<file path="src/rtl/pipe_rng_scheduler.sv">
// ============================================================================
// Module   : pipe_rng_scheduler
// Brief    : 4-bit game LFSR shared by the pipe spawner and one auxiliary
//            consumer through a single round-robin grant. It also times pipe
//            spawns from frame ticks. Optional macro PIPE_RNG_SEED_EN adds a
//            seed load port.
// Revision : 1.0 - initial release
// ============================================================================
`default_nettype none

module pipe_rng_scheduler #(
  parameter int SPAWN_INTERVAL = 48,
  parameter int GAP_MIN        = 2,
  parameter int GAP_MAX        = 12
) (
  input  logic       clock,
  input  logic       reset,
`ifdef PIPE_RNG_SEED_EN
  input  logic [3:0] seed,
  input  logic       seed_load,
`endif
  input  logic       tick,
  input  logic       run,
  input  logic [1:0] req,
  output logic [1:0] gnt,
  output logic [3:0] rnd,
  output logic       spawn,
  output logic [3:0] gap_row,
  output logic       busy
);

  localparam logic [7:0] C_CNT_LAST = 8'(SPAWN_INTERVAL - 1);
  localparam logic [3:0] C_GAP_MIN  = 4'(GAP_MIN);
  localparam logic [3:0] C_GAP_MAX  = 4'(GAP_MAX);

  typedef enum logic [1:0] {
    S_IDLE  = 2'd0,
    S_RUN   = 2'd1,
    S_SPAWN = 2'd2
  } state_t;

  state_t     r_state;
  state_t     w_state_next;
  logic [7:0] r_cnt;
  logic [7:0] w_cnt_next;
  logic       w_spawn_draw;

  logic [3:0] r_lfsr;
  logic [3:0] w_lfsr_step;
  logic [3:0] w_lfsr_next;
  logic       w_seed_load;
  logic [3:0] w_seed_val;

  // r_last_hi==1 means req[1] was granted last, so req[0] wins the next tie
  logic       r_last_hi;
  logic [1:0] w_gnt_next;
  logic [1:0] r_gnt;
  logic [3:0] r_rnd;
  logic [3:0] r_gap_row;

  function automatic logic [3:0] clamp_gap(input logic [3:0] x);
    if (x < C_GAP_MIN) begin
      return C_GAP_MIN;
    end else if (x > C_GAP_MAX) begin
      return C_GAP_MAX;
    end
    return x;
  endfunction

  // ---------------------------------------------------------------- LFSR
  always_comb begin
    w_lfsr_step = (r_lfsr == 4'hF) ? 4'h0
                                   : {r_lfsr[2:0], ~(r_lfsr[3] ^ r_lfsr[2])};
  end

`ifdef PIPE_RNG_SEED_EN
  always_comb begin
    w_seed_load = seed_load;
    w_seed_val  = (seed == 4'hF) ? 4'h0 : seed;
  end
`else
  always_comb begin
    w_seed_load = 1'b0;
    w_seed_val  = 4'h0;
  end
`endif

  always_comb begin
    w_lfsr_next = w_seed_load ? w_seed_val : w_lfsr_step;
  end

  always_ff @(posedge clock) begin
    if (!reset) begin
      r_lfsr <= 4'h0;
    end else begin
      r_lfsr <= w_lfsr_next;
    end
  end

  // ----------------------------------------------------------------- FSM
  always_ff @(posedge clock) begin
    if (!reset) begin
      r_state <= S_IDLE;
      r_cnt   <= 8'd0;
    end else begin
      r_state <= w_state_next;
      r_cnt   <= w_cnt_next;
    end
  end

  always_comb begin
    w_state_next = r_state;
    w_cnt_next   = r_cnt;
    w_spawn_draw = 1'b0;
    case (r_state)
      S_IDLE: begin
        w_cnt_next = 8'd0;
        if (run) begin
          w_state_next = S_RUN;
        end
      end
      S_RUN: begin
        // losing run wins over a coincident tick
        if (!run) begin
          w_state_next = S_IDLE;
          w_cnt_next   = 8'd0;
        end else if (tick) begin
          if (r_cnt == C_CNT_LAST) begin
            w_spawn_draw = 1'b1;
            w_cnt_next   = 8'd0;
            w_state_next = S_SPAWN;
          end else begin
            w_cnt_next = r_cnt + 8'd1;
          end
        end
      end
      S_SPAWN: begin
        if (!run) begin
          w_state_next = S_IDLE;
          w_cnt_next   = 8'd0;
        end else begin
          w_state_next = S_RUN;
          if (tick) begin
            w_cnt_next = r_cnt + 8'd1;
          end
        end
      end
      default: begin
        w_state_next = S_IDLE;
        w_cnt_next   = 8'd0;
      end
    endcase
  end

  // ------------------------------------------------------------- Arbiter
  // The spawn draw owns the LFSR value in its cycle, so requests stall.
  always_comb begin
    w_gnt_next = 2'b00;
    if (!w_spawn_draw) begin
      case (req)
        2'b01:   w_gnt_next = 2'b01;
        2'b10:   w_gnt_next = 2'b10;
        2'b11:   w_gnt_next = r_last_hi ? 2'b01 : 2'b10;
        default: w_gnt_next = 2'b00;
      endcase
    end
  end

  always_ff @(posedge clock) begin
    if (!reset) begin
      r_gnt     <= 2'b00;
      r_rnd     <= 4'h0;
      r_last_hi <= 1'b1;
      r_gap_row <= 4'h0;
    end else begin
      r_gnt     <= w_gnt_next;
      r_rnd     <= (|w_gnt_next) ? r_lfsr : 4'h0;
      if (|w_gnt_next) begin
        r_last_hi <= w_gnt_next[1];
      end
      r_gap_row <= w_spawn_draw ? clamp_gap(r_lfsr) : 4'h0;
    end
  end

  assign gnt     = r_gnt;
  assign rnd     = r_rnd;
  assign gap_row = r_gap_row;
  assign spawn   = (r_state == S_SPAWN);
  assign busy    = (r_state != S_IDLE);

endmodule

`default_nettype wire

</file>
<file path="config.mk">
export PLATFORM = sky130hd
export DESIGN_NAME = pipe_rng_scheduler
export DESIGN_NICKNAME = d
export VERILOG_FILES = /design/src/rtl/pipe_rng_scheduler.sv
export SDC_FILE = /design/constraint.sdc
export NUM_CORES = 1
export LEC_CHECK = 0
export ABC_AREA = 1
export CAP_MARGIN = 25
export CORE_MARGIN = 2
export CORE_UTILIZATION = 52
export CTS_CLUSTER_DIAMETER = 200
export DETAILED_ROUTE_END_ITERATION = 10
export PLACE_DENSITY = 0.83
export SYNTH_ARGS = -nofsm -noshare
export SYNTH_HDL_FRONTEND = slang
export SYNTH_SLANG_ARGS = --single-unit
</file>
<file path="constraint.sdc">
create_clock -name clock -period 1.5 [get_ports clock]
set_input_delay 0.15 -clock clock [delete_from_list [all_inputs] [get_ports clock]]
set_output_delay 0.15 -clock clock [all_outputs]
set_load 0.005 [all_outputs]
</file>
* Word-level counts from Yosys, hierarchy flattened
Cells that the tools add are included. W data, S select, Z words.
Operators by class: add/sub/neg operators 1, magnitude comparators 2, eq/ne operators 11, mux-type cells 25, bitwise logic cells 3, reductions and logical operators 8
Operators by type and width (count):
- $mux W8 | 5
- $pmux W8 S2 | 1
- $mux W2 | 6
- $mux W4 | 3
- $pmux W2 S3 | 2
- $ne A3 B3 Y1 const B | 3
- $add A8 B1 Y8 const B | 1
- $eq A8 B6 Y1 const B | 1
- $mux W1 | 8
- $eq A2 B2 Y1 const B | 3
- $reduce_and A2 Y1 | 3
- $eq A2 B1 Y1 const B | 2
- $eq A4 B4 Y1 const B | 1
- $gt A4 B4 Y1 const B | 1
- $lt A4 B2 Y1 const B | 1
- $reduce_or A2 Y1 | 2
- $reduce_and A3 Y1 | 1
- $logic_not A2 Y1 | 1
- $ne A2 B2 Y1 const B | 1
- $not A1 Y1 | 2
- $reduce_bool A2 Y1 | 1
- $xor A1 B1 Y1 | 1
Storage, ports and cells: register bits after elaboration 25, input port bits 6, output and inout bits 12

* Depth between registers and ports, before layout
depth after elaboration 8, depth in mapped cells 9

* Worst setup path after synthesis
Ideal clock, no wire load.
kind reg-to-reg, start register r_state[0], end register r_cnt[3], setup time 0.070 ns, arrival time 1.268 ns, data required time 1.430 ns, path slack 0.163 ns, cell stages (with the launch flop) 10, clock period less this slack 1.337 ns, cells stage by stage dfxtp_1 > inv_1 > ha_1 > nand2_1 > nand2_1 > nand2_2 > inv_2 > o21ai_1 > nand2_1 > a21oi_1
On the way: longest elaborated chain between the ends 3, elaborated cells on any way between the ends 6
Ends and longest elaborated chain:
- start, declared | line 42 | state_t r_state;
- start signal, assigned | line 106 | r_state <= w_state_next;
- $eq A2 B2 Y1 (*)
- via spawn | line 27 | output logic spawn,
- $ne A3 B3 Y1 (no line)
- $reduce_and A2 Y1 (no line)
- end signal, assigned | line 107 | r_cnt <= w_cnt_next;
- end, declared | line 44 | logic [7:0] r_cnt;
The timed path passes the listed nets; every way through them passes the cells marked *. A chain may end at the register's enable or synchronous reset.

* Final worst setup path
start register r_state[1], end output spawn
On the way: longest elaborated chain between the ends 1
Ends and longest elaborated chain:
- $eq A2 B2 Y1 | line 188 | assign spawn = (r_state == S_SPAWN);
- end, declared | line 27
No other way between the ends.

==> metrics <==
number of flops mapped to enable cells by yosys=0; WS Path Type=reg -> out; total wire length=roughly 2600 um; Syn Nets=approximately 180; Antenna Cells=0; fin crit period=around 1400 ps; cell taking the most area after synthesis=dfxtp_1; Synthesis Warnings=0; Starting Density=between 50% and 60%; first-pass GRT wire length=4450 um; setup_tns=0 ps; Synth area leaders=dfxtp_1 41%, nand2_1 12%, ha_1 8.2%, nor2_1 7.1%, inv_1 5.9%; Synth top area share=41.07%; clk buf depth=2; max-cap viol count=0; Async SR Flop Fraction=0%; vias per inst=5.110; Top Ports=18; CP endpoint kind=output pin; DR pass1 iterations=4; post-synth cell types=24; Synth Flop Type=dfxtp_1; status=finished, final reports clean; Slew Limit Fails=0; GRT Util Overall=22.06%; CTS hold repair buffers=0; Worst-path clk slew=140 ps; final antenna-violating net count=0; final hold vios=0; Die Height=roughly 52 um; clk root buf=clkbuf_4; post-route design area=1523 um^2; final hold slack=477.5 ps; RSZ-0062 raised after global routing=no; layout cells sized above 1=slightly below 20%; routed length per instance=between 10 and 15 um; CP delay by family, top=buffers and inverters; Cell Chain, Critical Path=buf_4, ha_1, dlygate4sd2_1; largest net degree at the start of global routing=16; Rows=17; synthesized cell area=between 1000 and 1500 um^2; Rel. slew slack=74.74%; buffers and inverters on the worst path=2; pwr/cell area=1070 nW/um^2; initial antenna violation count=0; Seq/Total Area, Yosys=41.07%; Synth Register Bits=25; Clock Skews=8.445 ps; clock sink count=25; DR iter-0 viols=33; slowest CP cell=dfxtp_2; Synth Instances=164; PortBufs=17; FF/Latch Area=505.5 um^2; filler cell count in the final layout=189; CP Data Required Time=approximately 1400 ps; Worst Setup Start Kind=flop; Syn Area/Cell=7.431 um^2; crit share post-route=95.52%; Residual DRC=0; largest stage delay on the critical path=350 ps; CTS tree=yes; fin worst setup slack=67.13 ps; GRT overflow=0; Placer Congestion=just over 0.9; placed instance area=1449 um^2; number of global-route vias before repair=1082; Die Wd=52.41 um; Multi-input gate area=about 660 um^2; via count=1119; Final Setup Violations=0; total CTS buffers=3; Layout area overhead=24.95%; Min-Delay Path Class=in -> reg; pre-CTS setup slack=33.35 ps; hpwl dp=1933 um; Tightest Pin Transition=roughly 370 ps; VDD IR max=approximately 0.85 mV; Core ar.=2212 um^2; Worst EP arrival=1280 ps; fmax=697.9 MHz; die area=2747 um^2; CP max FO=3; net total in the final layout=206; htree depth=1; Clk Latency, worst-skew pair=approximately 330 ps; leakage=around 0.71 nW
## worst min-delay path: cells and delay by family
family | cells | cell delay (ps)
simple gates | 1 | 70
buf+inv | 2 | 570
## layout by cell type, fill, tap and decap left out, types with 2 or more instances in the layout
cell / instances
nand2_4: 2
o21ai_0: 3
nor2_1: 23
inv_2: 3
ha_1: 7
nand3_1: 10
clkbuf_4: 3
dfxtp_1: 21
inv_1: 18
nand2_1: 36
nand4_1: 3
dfxtp_2: 4
nor2_2: 2
clkdlybuf4s50_1: 15
buf_4: 6
dlygate4sd2_1: 2
a21oi_1: 10
nand2_2: 9
or2_2: 2
## flip-flops by register name, summed over array words and instances (netlist names)
signal / count
r_lfsr: 4
r_last_hi: 1
gnt: 2
gap_row: 4
r_cnt: 8
rnd: 4
r_state: 2
## power by group
part	leakage (nW)	switching, W	internal (W)
combinational	0.494	0.000340	0.000243
sequential	0.205	0.0000244	0.000712
clock	0.0139	0.000207	0.000102
total	0.714	0.000572	0.00106
## stage by stage
stage          total power, W  utilization, %  std cells
3_3_place_gp         0.001242           65.50        212
2_1_floorplan        0.001082               -        164
5_1_grt              0.001741           68.83        219
4_1_cts              0.001583           67.53        218
6_report             0.001629           68.83        219
3_5_place_dp         0.001259           65.50        212
## layout make-up
cell class | instances | share of cell area (%)
Sequential cell | 25 | 33.20
Clock buffer | 3 | 1.479
Clock inverter | 1 | 0.4930
Tap cell | 28 | 2.301
Timing Repair Buffer | 23 | 13.97
Multi-Input combinational cell | 117 | 43.14
Inverter | 22 | 5.423
## synth_stat cells (2+ instances only)
master,number
nand2_1,39
dfxtp_1,25
nor2_1,23
inv_1,19
a21oi_1,10
nand3_1,10
ha_1,8
nand2_2,7
nand4_1,3
o21ai_0,3
inv_2,2
nor2_2,2
or2_2,2
## routing by layer
layer / global-route usage [%] / part of all wire (%) / wire, um
met5: 0 / 0 / 0
met4: 12.39 / 3.8 / 99
met3: 4.000 / 4.7 / 122
met2: 37.71 / 51 / 1323
met1: 25.63 / 41 / 1062
## logic make-up (layout without fill, tap and decap cells)
family	count (synthesis)	after routing	synth area share, %
AOI/OAI and AO/OA	17	17	7.495
adders and majority gates	8	8	8.214
and+or+nand+nor	91	92	36.04
buffers and inverters	23	49	7.187
DFF	25	25	41.07
## worst paths after layout
path	slack, ps	start	end	cells past startpoint
setup / recovery	70	r_state[1]	spawn	3
hold / removal	480	reset	gnt[1]	3
setup reg to reg	80	r_cnt[1]	rnd[2]	8
hold reg to reg	490	r_lfsr[1]	r_lfsr[2]	2
## timing repair
item	CTS	global route
endpoints found under the setup margin	2	12
endpoints found under the hold margin	0	0
pin swaps	0	2
gates resized for setup	4	9
buffers inserted	2	0
cloned	0	1
No activity file was read; power rests on OpenSTA's default activity.
